## config.mk

```make
export PLATFORM = sky130hd
export DESIGN_NAME = ours_vld_rdy_arb_out_buf
export DESIGN_NICKNAME = d
export VERILOG_FILES = /design/src/rtl/ours_arb_pkg.sv /design/src/rtl/ours_vld_rdy_onehot_mux.sv /design/src/rtl/ours_vld_rdy_arb_out_buf.sv
export SDC_FILE = /design/constraint.sdc
export NUM_CORES = 1
export LEC_CHECK = 0
export BUFFER_PORTS_ARGS = -buffer_cell sky130_fd_sc_hd__buf_2
export CAP_MARGIN = 20
export CORE_MARGIN = 5
export CORE_UTILIZATION = 38
export DETAILED_ROUTE_END_ITERATION = 10
export GPL_ROUTABILITY_DRIVEN = 1
export PLACE_DENSITY_LB_ADDON = 0.25
export REMOVE_ABC_BUFFERS = 1
export SYNTH_ARGS = -nofsm -noshare
export SYNTH_HDL_FRONTEND = slang
export SYNTH_SLANG_ARGS = --single-unit
```

## constraint.sdc

```tcl
create_clock -name clk -period 2 [get_ports clk]
set_input_delay 0.1 -clock clk [delete_from_list [all_inputs] [get_ports clk]]
set_output_delay 0.1 -clock clk [all_outputs]
set_load 0.02 [all_outputs]
```

## src/rtl/ours_arb_pkg.sv

```systemverilog
// Shared types and helpers for the arbiter output buffer.
// The buffer-state encoding matches {main_vld, skid_vld} so it decodes without logic.
package ours_arb_pkg;

    typedef enum logic [1:0] {
        ARB_BUF_EMPTY = 2'b00,
        ARB_BUF_ONE   = 2'b10,
        ARB_BUF_FULL  = 2'b11
    } arb_buf_state_t;

    function automatic int ours_src_w(input int n);
        return (n > 1) ? $clog2(n) : 1;
    endfunction

endpackage

```

## src/rtl/ours_vld_rdy_onehot_mux.sv

```systemverilog
// AND-OR payload mux driven by a one-hot-or-zero grant, plus a one-hot-to-binary
// encoder that exists only when OURS_ARB_OUT_BUF_SRC_EN is defined.
module ours_vld_rdy_onehot_mux
    import ours_arb_pkg::*;
#(
    parameter int N_INPUT = 2,
    parameter int DATA_W  = 64
`ifdef OURS_ARB_OUT_BUF_SRC_EN
    , localparam int SRC_W = ours_src_w(N_INPUT)
`endif
) (
    input  logic [N_INPUT-1:0]             grt,
    input  logic [N_INPUT-1:0][DATA_W-1:0] dat,
`ifdef OURS_ARB_OUT_BUF_SRC_EN
    output logic [SRC_W-1:0]               sel_src,
`endif
    output logic [DATA_W-1:0]              sel_dat
);

    // A zero grant yields an all-zero payload.
    always_comb begin
        sel_dat = '0;
        for (int i = 0; i < N_INPUT; i++)
            sel_dat = sel_dat | (dat[i] & {DATA_W{grt[i]}});
    end

`ifdef OURS_ARB_OUT_BUF_SRC_EN
    always_comb begin
        sel_src = '0;
        for (int i = 0; i < N_INPUT; i++)
            if (grt[i]) sel_src = sel_src | SRC_W'(i);
    end
`endif

endmodule

```

## src/rtl/ours_vld_rdy_arb_out_buf.sv

```systemverilog
// Grant-driven payload mux feeding a two-entry skid buffer: registered out_vld/out_dat
// and a flop-driven arb_rdy. Define OURS_ARB_OUT_BUF_SRC_EN to carry the source index.
module ours_vld_rdy_arb_out_buf
    import ours_arb_pkg::*;
#(
    parameter int N_INPUT = 2,
    parameter int DATA_W  = 64
`ifdef OURS_ARB_OUT_BUF_SRC_EN
    , localparam int SRC_W = ours_src_w(N_INPUT)
`endif
) (
    input  logic                           clk,
    input  logic                           rstn,
    input  logic [N_INPUT-1:0]             in_vld,
    input  logic [N_INPUT-1:0][DATA_W-1:0] in_dat,
    input  logic [N_INPUT-1:0]             arb_grt,
    output logic                           arb_rdy,
    output logic [N_INPUT-1:0]             in_rdy,
    output logic                           out_vld,
    output logic [DATA_W-1:0]              out_dat,
`ifdef OURS_ARB_OUT_BUF_SRC_EN
    output logic [SRC_W-1:0]               out_src,
`endif
    input  logic                           out_rdy
);

`ifdef OURS_ARB_OUT_BUF_SRC_EN
    localparam int ENT_W = DATA_W + SRC_W;
`else
    localparam int ENT_W = DATA_W;
`endif

    logic              main_vld, skid_vld, acc;
    logic [ENT_W-1:0]  main_ent, skid_ent, pay_ent;
    logic [DATA_W-1:0] pay_dat;
    arb_buf_state_t    buf_st;

`ifdef OURS_ARB_OUT_BUF_SRC_EN
    logic [SRC_W-1:0]  pay_src;

    ours_vld_rdy_onehot_mux #(.N_INPUT(N_INPUT), .DATA_W(DATA_W)) u_mux (
        .grt(arb_grt), .dat(in_dat), .sel_src(pay_src), .sel_dat(pay_dat)
    );
    assign pay_ent            = {pay_src, pay_dat};
    assign {out_src, out_dat} = main_ent;
`else
    ours_vld_rdy_onehot_mux #(.N_INPUT(N_INPUT), .DATA_W(DATA_W)) u_mux (
        .grt(arb_grt), .dat(in_dat), .sel_dat(pay_dat)
    );
    assign pay_ent = pay_dat;
    assign out_dat = main_ent;
`endif

    // Ready depends only on skid occupancy, never on out_rdy.
    assign arb_rdy = ~skid_vld;
    assign in_rdy  = arb_grt & {N_INPUT{arb_rdy}};
    assign acc     = arb_rdy & (|arb_grt);
    assign out_vld = main_vld;
    assign buf_st  = arb_buf_state_t'({main_vld, skid_vld});

    always_ff @(posedge clk) begin
        if (!rstn) begin
            main_vld <= 1'b0;
            skid_vld <= 1'b0;
            main_ent <= '0;
            skid_ent <= '0;
        end else begin
            case (buf_st)
                ARB_BUF_EMPTY: begin
                    if (acc) begin
                        main_vld <= 1'b1;
                        main_ent <= pay_ent;
                    end
                end
                ARB_BUF_ONE: begin
                    if (acc && out_rdy) begin
                        main_ent <= pay_ent;
                    end else if (acc) begin
                        skid_vld <= 1'b1;
                        skid_ent <= pay_ent;
                    end else if (out_rdy) begin
                        main_vld <= 1'b0;
                    end
                end
                ARB_BUF_FULL: begin
                    if (out_rdy) begin
                        main_ent <= skid_ent;
                        skid_vld <= 1'b0;
                    end
                end
                default: begin
                    main_vld <= 1'b0;
                    skid_vld <= 1'b0;
                end
            endcase
        end
    end

    a_grt_onehot: assert property (@(posedge clk) disable iff (!rstn) $onehot0(arb_grt));
    a_grt_vld:    assert property (@(posedge clk) disable iff (!rstn) (arb_grt & ~in_vld) == '0);
    a_buf_legal:  assert property (@(posedge clk) disable iff (!rstn)
                                   buf_st inside {ARB_BUF_EMPTY, ARB_BUF_ONE, ARB_BUF_FULL});

endmodule

```

# After elaboration in Yosys (flattened, before gate mapping)

Cells that the tools add are included.

Bits in registers: 130
Bits of input ports: 135
Output and inout port bits: 68

Bitwise operators: 9
Reductions and logical operators: 8
Equality and inequality tests: 9
Mux-type cells: 11

Operator list:

| kind               | count |
|---|---|
| $mux 64            | 3 |
| $pmux 64 s3        | 1 |
| $and 64x64->64     | 2 |
| $or 64x64->64      | 1 |
| $ne 2x2->1 const B | 7 |
| $reduce_and 4->1   | 2 |
| $pmux 1 s3         | 2 |
| $mux 1             | 5 |
| $reduce_and 5->1   | 1 |
| $eq 2x2->1 const B | 2 |
| $not 1->1          | 4 |
| $reduce_and 3->1   | 1 |
| $reduce_bool 3->1  | 1 |
| $and 2x2->2        | 1 |
| $logic_not 2->1    | 1 |
| $reduce_or 2->1    | 1 |
| $and 1x1->1        | 1 |
| $logic_and 1x1->1  | 1 |

# Depth between registers and ports, before layout

Gate-level depths: netlist of run 1.

Depth after elaboration: 5
Gate-level depth with buffers: 8

# Modules after synthesis

From an unflattened synthesis of run 1, not the netlist that was laid out.

Cells, all modules: 681
Area total of the unflattened synthesis: 6587.6 um^2

By module, submodules not included:

| module                   | seq. area each (um^2) | times used | cells each | area each (um^2) |
|---|---|---|---|---|
| ours_vld_rdy_arb_out_buf | 2602.5                | 1          | 603        | 5864.4 |
| ours_vld_rdy_onehot_mux  | 0.0                   | 1          | 78         | 723.2 |

# Least setup slack after synthesis of run 1

Ideal clock, no wire load.

Path kind: register to register
Start: register skid_vld
End: register skid_ent[48]
Setup slack: 0.213 ns
Clock period less this slack: 1.787 ns
Data arrival time: 1.641 ns
Stages on the path, launching flop included: 8
Path through: dfxtp_1 inv_1 ha_1 nand2b_1 nor2b_4 buf_2 buf_4 a211oi_2

Longest elaborated chain between the ends: 5
Elaborated cells between the ends (all ways): 6

Ends and longest elaborated chain:

| item                           | RTL line                       | RTL |
|---|---|---|
| from (decl)                    | ours_vld_rdy_arb_out_buf.sv:33 | `logic main_vld, skid_vld, acc;` |
| from (signal assigned)         | ours_vld_rdy_arb_out_buf.sv:64 | `skid_vld <= 1'b0;` |
| from (signal assigned)         | ours_vld_rdy_arb_out_buf.sv:79 | `skid_vld <= 1'b1;` |
| from (signal assigned)         | ours_vld_rdy_arb_out_buf.sv:88 | `skid_vld <= 1'b0;` |
| $not 1->1 (*)                  | ours_vld_rdy_arb_out_buf.sv:55 | `assign arb_rdy = ~skid_vld;` |
| net arb_rdy                    | ours_vld_rdy_arb_out_buf.sv:17 | `output logic arb_rdy,` |
| $and 1x1->1 (*)                | ours_vld_rdy_arb_out_buf.sv:57 | `assign acc = arb_rdy & (\|arb_grt);` |
| $logic_and 1x1->1              | ours_vld_rdy_arb_out_buf.sv:76 | `if (acc && out_rdy) begin` |
| $not 1->1 (no line)            | -                              |  |
| $reduce_and 3->1 (no line) (*) | -                              |  |
| to (signal assigned)           | ours_vld_rdy_arb_out_buf.sv:80 | `skid_ent <= pay_ent;` |
| to (decl)                      | ours_vld_rdy_arb_out_buf.sv:34 | `logic [ENT_W-1:0] main_ent, skid_ent, pay_ent;` |

The timed path passes the listed nets; every way through them passes the cells marked *.
A chain may end at the register's enable or synchronous reset.

# Final worst setup path of run 1

Start: register skid_vld
End: register skid_ent[17]

Longest elaborated chain between the ends: 5
Elaborated cells between the ends (all ways): 6

Ends and longest elaborated chain:

| item                           | RTL line |
|---|---|
| $not 1->1                      | ours_vld_rdy_arb_out_buf.sv:55 |
| $and 1x1->1                    | ours_vld_rdy_arb_out_buf.sv:57 |
| $logic_and 1x1->1              | ours_vld_rdy_arb_out_buf.sv:76 |
| $not 1->1 (no line)            | - |
| $reduce_and 3->1 (no line) (*) | - |

Mark *: on every way between the ends. The rest lies on a longest branch, timed or not.

==> metrics.md, run 1 <==
| Metric | Value |
|---|---|
| Synth Cell Area | 6580 um2 |
| Gate power share | 38.7% |
| Worst Tran Pin Value | ~650 ps |
| Sequential share of power | 31.9% |
| RSZ-0062 raised after global routing | false |
| Fin Setup TNS | 0 ps |
| Largest family of logic cells by synthesized area | compound AO/OA/AOI/OAI gates |
| Root buffer cell | clkbuf_16 |
| Crit Path Max Fanout | 11 |
| Pwr Total | 10.9 mW |
| Global Route met2 Usage | 30.2% |
| Worst EP arrival | 2150 ps |
| Total Nets Final | 1055 |
| Critical path class | register to register |
| Complex-gate fraction of the synthesized area | 36.8% |
| Cell variety after synth | 28 |
| Number of global-route vias before repair | 5970 |
| CTS tree | yes |
| Busiest grt layer | met2 |
| 1st-iter DRT viols | 326 |
| Internal power | around 6.9 mW |
| Rows | 48 |
| ANT nets after route | 0 |
| CTS Buf Count | 17 |
| Status | finished clean |
| Hpwl dp | 12000 um |
| Via/cell ratio | 5.46 |
| P per Cell Area | 1300 nW/um2 |
| Drt total wl | 19100 um |
| Leakage | approximately 3.4 nW |
| Post-Synth Simple-Gate Area | 14.3% |
| GR Util met1 | between 20% and 30% |
| Port buffer count | 200 |
| Slew Limit Fails | 0 |
| Crit. End Element | register |
| Final setup vio count | 0 |
| Synth Area in XOR/XNOR | 0% |
| Post-synth top area cell | dfxtp_1 |
| Hold Path Class | input pin to register |
| Worst setup margin | 180 ps |
| Required time of the critical path | 2330 ps |
| Num ports | 203 |
| Detailed Routing Iterations Pass 1 | 5 |
| Final Non-Filler Cells | 1154 |
| Adder-Cell Fraction of Synth Area | 0.570% |
| Die Footprint | 20000 um2 |
| Pin count of the biggest net entering global routing | between 100 and 150 |
| Peak Freq | about 0.55 GHz |
| Switching share of power | between 30% and 40% |
| Hold Vio Cnt, Final | 0 |
| Reg clk slew, reported paths | about 60 ps |
| Post-CTS Hold Fix Bufs | 0 |
| Tcrit/Tclk final | 91.0% |
| Slew HR | 57.0% |
| Synthesis Warnings | 0 |
| Starting Density | 38.4% |
| P&R area growth vs syn | 27.9% |
| Clock Latency Late Sink | 410 ps |
| Share of cells above drive strength 1 | 34.4% |
| Via count | 6299 |
| Tmin final | 1820 ps |
| Clock power share | around 29% |
| Met3 GRT Util | roughly 3.3% |
| Residual DRC | 0 |
| Syn avg cell area | 8.60 um2 |
| Critical path startpoint category | register |
| Gpl congestion | between 0.7 and 0.8 |
| Final core occ | a little under 50% |
| Core Region | 17100 um2 |
| Synth top area share | 39.6% |
| Synthesized flop and latch total | 130 |
| Drt wl/cell | 16.6 um |
| Syn Inst Count | 765 |
| Dpl ws | 77.6 ps |
| N_diodes | 0 |
| Clock sink total | 130 |
| Maximum clock path buffer count | 2 |
| Clock skew | 4.28 ps |
| Mux share of post-synthesis cell area | 0% |
| DP Cell Count | 1122 |
| Initial antenna violation count | 0 |
| Switching power | 4.06 mW |
| Horiz. Die Dim | 142 um |
| Htree depth | 4 |
| Total GRT Usage | 18.9% |
| Max cap viols | 0 |
| GRT overflow | 0 |
| Worst vdd ir | roughly 0.8 mV |
| Global-route wire length before repair | between 30000 and 40000 um |
| Post-synthesis sequential area ratio | about two fifths |
| Die Span Y | 142 um |
| Top cells by area, synth | dfxtp_1 40%, a211oi_2 9.5%, o31ai_1 7.4%, a22oi_1 7.3%, nand4_1 6.1% |
-- per-stage QoR --
step	hold WS [ps]	cell area, um2
finish	53.9	8410
floorplan	364	6020
CTS	34.8	8400
detailed placement	454	7790
global placement	449	7790
global route	58.2	8410
-- critical path, stage by stage (launching register included) --
cell	delay [ps]
dfxtp_1	330
buf_4	150
o21ba_2	390
nor2b_4	260
buf_12	170
buf_4	190
nor2_1	70
a211oi_2	180
-- cells in the mapped netlist --
cell type / count
ha_1: 3
nand2b_1: 2
nor2b_1: 2
o31ai_1: 65
buf_4: 18
o21ba_1: 1
o21ai_4: 1
dfxtp_1: 130
o21a_1: 1
a211oi_2: 50
inv_1: 4
buf_1: 3
a21oi_1: 67
and2b_1: 1
a21oi_4: 1
buf_8: 6
a22oi_1: 64
clkbuf_1: 33
o21ai_0: 64
buf_6: 3
a21o_1: 2
nand2_1: 64
a211oi_1: 14
nand4_1: 64
nor2b_4: 1
buf_2: 34
nor2_1: 65
nand3_1: 2
-- cell type report --
type	count	area, um2
Inverter	4	17.5
Sequential cell	130	2600
Tap cell	225	282
Fill cell	1643	8700
Timing Repair Buffer	230	1480
Multi-Input combinational cell	534	3420
Clock buffer	22	484
Clock inverter	9	129
-- sequential cells by signal (all words and copies together) (netlist names) --
name      flops
skid_vld      1
skid_ent     64
out_dat      64
out_vld       1
-- power groups by stage --
stage	Clock, mW	Combinational (mW)	Sequential, mW
after CTS	3.28	4.24	3.49
final	3.20	4.23	3.49
after detailed placement	0	4.23	3.53
after floorplan	0	2.01	3.97
after global placement	0	4.20	3.52
after global routing	3.41	4.63	3.56
-- placed cells by master, fill, tap and decap left out, types with 2 or more instances in the layout --
master and instances:
clkbuf_8 4, a211oi_2 50, nand3_1 2, inv_1 3, o31ai_1 65, a22oi_1 64
nand2_1 64, buf_12 20, a21oi_1 67, clkbuf_16 17, bufinv_16 3, o21ai_0 64
a211oi_1 14, nor2_1 65, nand4_1 64, buf_2 200, nor2b_1 2, dfxtp_1 130
buf_4 10, ha_1 2, clkinv_2 3, clkinvlp_4 2
-- kinds of logic (layout without fill, tap and decap cells) --
kind of cell | count (synthesis) | in the layout
simple gates | 201 | 201
buf+inv | 101 | 265
compound gates | 330 | 330
fa+ha+maj | 3 | 3
flops | 130 | 130
-- metal layers --
metal	up-vias	routed length (um)
met1	2919	8890
met5	-	0
li1	3198	-
met3	21	992
met4	0	301
met2	161	8950
-- what timing repair did --
item,CTS,global route
setup buffers,0,1
endpoints found under the setup margin,0,78
gates resized for setup,0,2
-- path summary, 6_finish.rpt --
path / from / endpoint / slack [ps] / cells past startpoint
worst min-delay path: in_dat[75] / skid_ent[11] / 50 / 3
worst max register to register: skid_vld / skid_ent[17] / 180 / 7
worst min register to register: out_dat[61] / out_dat[61] / 460 / 2
worst max-delay path: skid_vld / skid_ent[17] / 180 / 7
(Power assumes the default switching activity.)
==> inputs of run 2 (changes only) <==
--- a/config.mk
+++ b/config.mk
@@ -5,14 +5,17 @@
 export SDC_FILE = /design/constraint.sdc
 export NUM_CORES = 1
 export LEC_CHECK = 0
+export ABC_AREA = 1
 export BUFFER_PORTS_ARGS = -buffer_cell sky130_fd_sc_hd__buf_2
 export CAP_MARGIN = 20
 export CORE_MARGIN = 5
 export CORE_UTILIZATION = 38
+export CTS_CLUSTER_SIZE = 10
 export DETAILED_ROUTE_END_ITERATION = 10
 export GPL_ROUTABILITY_DRIVEN = 1
 export PLACE_DENSITY_LB_ADDON = 0.25
 export REMOVE_ABC_BUFFERS = 1
+export SETUP_SLACK_MARGIN = 0.4
 export SYNTH_ARGS = -nofsm -noshare
 export SYNTH_HDL_FRONTEND = slang
 export SYNTH_SLANG_ARGS = --single-unit
==> run 2 against run 1 <==
Net effect:
- fmax rose by 8.4%
- combinational power is 54% higher
- power increased by 23%
- die area up 4.3%
- cell area grew 13%
- via count up 7.4%
- worst setup slack better by 140 ps
- largest cell class unchanged
- highest routed layer unchanged
==> metrics.md, run 2 <==
| Metric | Value |
|---|---|
| Status | finished clean |
| Critical path class | register to register |
| Gpl congestion | 0.743 |
| Detailed Routing Iterations Pass 1 | 5 |
| Pwr Total | 13.4 mW |
| Worst vdd ir | roughly 0.68 mV |
| Crit. End Element | register |
| Storage cell area | 2610 um2 |
| DP Cell Count | 1321 |
| Clock Latency Late Sink | between 400 and 500 ps |
| Htree depth | 4 |
| Worst EP arrival | 1990 ps |
| Required time of the critical path | around 2300 ps |
| Syn Inst Count | around 950 |
| FILL cells | 1689 |
| Die Footprint | 20900 um2 |
| Slew Limit Fails | 0 |
| Clock sink total | 130 |
| Initial antenna violation count | 0 |
| Number of global-route vias before repair | 6021 |
| Syn avg cell area | 7.26 um2 |
| Worst Tran Pin Value | roughly 600 ps |
| Cell variety after synth | 27 |
| Final setup vio count | 0 |
| Reg clk slew, reported paths | 60 ps |
| Drt total wl | 22200 um |
| Synthesized flop and latch total | 130 |
| Multi-input logic area | between 3000 and 4000 um2 |
| P per Cell Area | around 1400 nW/um2 |
| Total Nets Final | 1291 |
| Rows | 49 |
| Max cap viols | 0 |
| Most frequent cells in the layout | 264 x nand2_1, 199 x buf_2, 198 x nor2_1 |
| Num ports | 203 |
| Horiz. Die Dim | 145 um |
| Global-route wire length before repair | between 30000 and 40000 um |
| Via count | a little under 7k |
| CTS Buf Count | 17 |
| Hold_ws | 29.8 ps |
| Slew HR | roughly three fifths |
| R2R Path End | out_dat[40] |
| 1st-iter DRT viols | between 300 and 400 |
| P&R area growth vs syn | 37.7% |
| Worst Setup EP | out_dat[40] |
| Post-synth top area cell | dfxtp_1 |
| RSZ-0062 raised after global routing | true |
| Peak Freq | 0.596 GHz |
| Post-synth top cells | 266 x nand2_1, 199 x nor2_1, 130 x dfxtp_1, 64 x mux2i_1, 59 x nand3_1 |
| Post-synthesis sequential area ratio | 37.8% |
| Die Span Y | approximately 140 um |
| Commonest non-fill, non-tap cell in the layout | nand2_1 |
| Core Region | 17900 um2 |
| R2R setup slack | about 320 ps |
| Tcrit/Tclk final | 83.9% |
| Tmin final | roughly 1700 ps |
| Share of cells above drive strength 1 | 32.8% |
| Hpwl dp | around 12000 um |
| Final Non-Filler Cells | roughly 1.4k |
| Worst setup margin | 322 ps |
| Fin Setup TNS | 0 ps |
| GRT overflow | 0 |
| Port buffer count | 200 |
| N_diodes | 0 |
| Crit Path Max Fanout | 5 |
| Reg2reg start | out_vld |
| Clock skew | 5.29 ps |
| Total GRT Usage | 18.4% |
| Top cells by area, synth | dfxtp_1 38%, nand2_1 15%, nor2_1 11%, mux2i_1 9.3%, a21oi_2 5.6% |
| Drt wl/cell | 15.9 um |
| Count leader, synth | nand2_1 |
| Synthesis Warnings | 0 |
| Synth Cell Area | 6880 um2 |
| Number of synthesized flops with an enable pin | 0 |
| Leakage | 4.65 nW |
| Worst reg2reg path depth | 10 |
| Pin count of the biggest net entering global routing | 130 |
| Critical path startpoint category | register |
| Residual DRC | 0 |
| Starting Density | 38.5% |
| Critical path origin | out_vld |
| Hold Vio Cnt, Final | 0 |
| Hold Path Class | input pin to register |
| Dpl ws | 213 ps |
| CTS tree | yes |
| ANT nets after route | 0 |
| Root buffer cell | clkbuf_16 |
| Maximum clock path buffer count | 2 |
| Dominant synthesized flop cell | dfxtp_1 |
| Synth top area share | 37.8% |
| Via/cell ratio | roughly 4.9 |
| Ys async rst share | 0% |
run 2: cell type report:
cell class	instances	share of cell area, %
clock buffers	20	4.82
well taps	229	3.02
repair buffers	262	22.5
multi-input cells	733	40.3
clock inverters	12	1.41
flip-flops and latches	130	27.5
inverters	9	0.409
run 2: through the flow:
stage | utilization (%) | cell area, um2
2_1_floorplan | - | 6290
3_3_place_gp | 44.0 | 7870
3_5_place_dp | 44.0 | 7870
4_1_cts | 48.8 | 8740
5_1_grt | 53.0 | 9480
6_report | 53.0 | 9480
run 2: how the worst min path moves through the flow:
| stage | start | to | slack (ps) | depth (start not counted) |
|---|---|---|---|---|
| 2_1_floorplan | rstn | skid_vld | 210 | 2 |
| 3_3_place_gp | rstn | out_dat[0] | 360 | 3 |
| 3_5_place_dp | rstn | out_dat[0] | 360 | 3 |
| 4_1_cts | in_dat[64] | skid_ent[0] | 10 | 5 |
| 5_1_grt | in_dat[88] | skid_ent[24] | 40 | 5 |
| 6_report | in_dat[73] | skid_ent[9] | 30 | 5 |
run 2: power by group:
part / switching, mW / internal (mW)
Combinational: 3.55 / 2.96
Sequential: 0.429 / 3.36
Clock: 1.19 / 1.90
Total: 5.17 / 8.22
run 2: cell families after synthesis:
logic type | synth area share (%)
buf+inv | 9.09
fa+ha+maj | 0.545
compound gates | 12.1
mux | 9.31
flops | 37.8
simple gates | 31.1
run 2: per-layer routing:
layer	global-route usage (%)	share of wire, %	vias to the layer above
li1	-	-	3487
met1	23.8	45	3080
met2	30.6	48	183
met3	4.73	6.1	18
met4	4.86	1.3	0
met5	0	0	-
run 2: critical path, stage by stage (launching register included):
cell       delay (ps)
dfxtp_4           360
inv_1             100
ha_4              210
or2_4             250
nand2_4           100
buf_6             120
buf_12            110
clkbuf_16         140
nand3_2            60
nand2_1            60
nor2_1             50
run 2: what timing repair did:
item / CTS / global route
endpoints found under the hold margin: 1 / 0
gates resized for setup: 11 / 45
hold buffers: 1 / 0
pin swaps: 1 / 5
setup buffers: 9 / 7
cloned: 5 / 20
setup endpoints to repair: 128 / 121
==> inputs of run 3 (changes only) <==
==> constraint.sdc (replaced) <==
create_clock -name clk -period 1.5 [get_ports clk]
set_input_delay 0.075 -clock clk [delete_from_list [all_inputs] [get_ports clk]]
set_output_delay 0.075 -clock clk [all_outputs]
set_load 0.02 [all_outputs]
==> run 3 against run 2 <==
Net effect:
- the flow now finishes with violations (setup timing)
- sequential power grew 35%
- combinational power grew 49%
- core utilization grew 4.9 points
- power grew 40%
- clock-buffer cell count shrank 2
- worst setup slack lost 500 ps
- critical path type unchanged
- critical endpoint is now out_dat[8]
==> metrics.md, run 3 (synthesized netlist as in run 2, its figures left out) <==
| Metric | Value |
|---|---|
| Status | finished with violations |
| Violated checks | setup timing |
| Total GRT Usage | 19.5% |
| ANT nets after route | 0 |
| Clock skew | between 10 and 15 ps |
| Reg2reg start | out_vld |
| Total Nets Final | ~1.3k |
| Horiz. Die Dim | 145 um |
| Rows | 49 |
| Drt total wl | 23200 um |
| Commonest non-fill, non-tap cell in the layout | nand2_1 |
| Number of global-route vias before repair | 6306 |
| Hold Path Class | input pin to register |
| GRT overflow | 0 |
| Die Footprint | 20900 um2 |
| Gate power share | 51.6% |
| Drt wl/cell | between 15 and 20 um |
| DP Cell Count | 1345 |
| 1st-iter DRT viols | between 300 and 400 |
| Clock sink total | 130 |
| N_diodes | 0 |
| Leakage | 4.93 nW |
| CTS Buf Count | 17 |
| Slew Limit Fails | 0 |
| Worst Tran Pin Value | just under 500 ps |
| Most frequent cells in the layout | 259 x nand2_1, 196 x buf_2, 163 x nor2_1 |
| Pwr Total | 18.7 mW |
| Tcrit/Tclk final | 112% |
| Clock Latency Late Sink | between 400 and 500 ps |
| Final Non-Filler Cells | 1442 |
| Core Region | 17900 um2 |
| P&R area growth vs syn | 50.6% |
| Final core occ | 57.9% |
| P per Cell Area | 1810 nW/um2 |
| Dpl cell area | ~8000 um2 |
| R2R setup slack | -180 ps |
| Switching power | roughly 7.3 mW |
| Root buffer cell | clkbuf_16 |
| Worst EP arrival | roughly 2000 ps |
| Crit Path Max Fanout | 28 |
| Hpwl dp | 12500 um |
| Htree depth | 4 |
| Clock power share | 21.1% |
| Critical path class | register to register |
| Initial antenna violation count | 0 |
| Crit. End Element | register |
| Min-delay src | in_dat[98] |
| Port buffer count | 200 |
| Worst vdd ir | 1.01 mV |
| Required time of the critical path | 1820 ps |
| Starting Density | 38.5% |
| Slew HR | about two thirds |
| Die Span Y | between 100 and 150 um |
| Maximum clock path buffer count | 2 |
| Via/cell ratio | just under 5 |
| Tmin final | 1680 ps |
| R2R Path End | out_dat[8] |
| Hold Vio Cnt, Final | 0 |
| CTS tree | yes |
| Worst reg2reg path depth | 8 |
| Via count | roughly 7k |
| Dpl ws | -229 ps |
| Global-route wire length before repair | 32400 um |
| Peak Freq | 0.596 GHz |
| Pin count of the biggest net entering global routing | 52 |
| Worst setup margin | -179 ps |
| Sequential share of power | 27.3% |
| Design area | 10400 um2 |
| Final setup vio count | between 100 and 150 |
| Share of cells above drive strength 1 | between 30% and 40% |
| Reg clk slew, reported paths | around 60 ps |
| Gpl congestion | 0.803 |
| Max cap viols | 0 |
| Worst hold path depth | 5 |
| Detailed Routing Iterations Pass 1 | 5 |
| Num ports | 203 |
| WHS Endpoint | skid_ent[34] |
| Switching share of power | around two fifths |
| Internal power | 11.4 mW |
| FILL cells | 1614 |
| Residual DRC | 0 |
| RSZ-0062 raised after global routing | true |
| Critical path startpoint category | register |
run 3: cell count changes in the layout (fill, tap and decap cells not counted), sizes merged:
cell / before / now
buf: 243 / 278
dlygate4sd3: 1 / 16
clkbuf: 38 / 33
clkinv: 8 / 10
clkinvlp: 2 / 4
bufinv: 2 / 1
inv: 9 / 8
run 3: worst max-delay path by stage:
stage / start / end / slack [ps] / cells past startpoint
after floorplan: out_vld / out_dat[10] / -3100 / 7
after global placement: out_vld / out_dat[0] / -210 / 8
after detailed placement: out_vld / out_dat[30] / -230 / 7
after CTS: out_vld / out_dat[21] / -180 / 10
after global routing: out_vld / out_dat[62] / -240 / 8
final: out_vld / out_dat[8] / -180 / 8
run 3: power by group through the flow:
stage | sequential [mW] | clock (mW) | combinational (mW)
finish | 5.11 | 3.95 | 9.68
global route | 5.22 | 4.16 | 10.4
CTS | 5.06 | 4.00 | 8.20
detailed placement | 5.12 | 0 | 6.47
global placement | 5.11 | 0 | 6.40
floorplan | 4.98 | 0 | 2.21
run 3: cell type report:
type / instances / area (um2) / area share [%]
Timing Repair Buffer: 309 / 2700 / 26.1
Multi-Input combinational cell: 733 / 4170 / 40.2
Inverter: 9 / 46.3 / 0.447
Sequential cell: 130 / 2610 / 25.2
Tap cell: 229 / 287 / 2.76
Clock buffer: 18 / 439 / 4.24
Clock inverter: 14 / 116 / 1.12
run 3: metrics by stage:
step | setup TNS [ps] | hold WS (ps)
2_1_floorplan | -314040 | 184
3_3_place_gp | -19400 | 423
3_5_place_dp | -22870 | 432
4_1_cts | -10060 | 1.27
5_1_grt | -26130 | 26.8
6_report | -18000 | 6.36
run 3: routing by layer:
| layer | global-route usage [%] | vias up | wire, um |
|---|---|---|---|
| met3 | 4.40 | 19 | 1250 |
| met4 | 4.32 | 0 | 212 |
| met1 | 25.8 | 3224 | 10500 |
| li1 | - | 3576 | - |
| met5 | 0 | - | 0 |
| met2 | 32.5 | 191 | 11200 |
run 3: critical path, stage by stage (launching register included):
cell and delay [ps]:
dfxtp_4 380, buf_4 140, ha_4 160, buf_4 150, buf_12 230, mux2i_1 270
nand3_1 110, nand2_1 80, nor2_1 40
run 3: timing repair:
action,in CTS,in global routing
pin swaps,12,19
gates resized for setup,20,149
hold buffers,16,0
hold endpoints to repair,10,0
cloned,10,18
buffers inserted,15,6
endpoints found under the setup margin,134,134
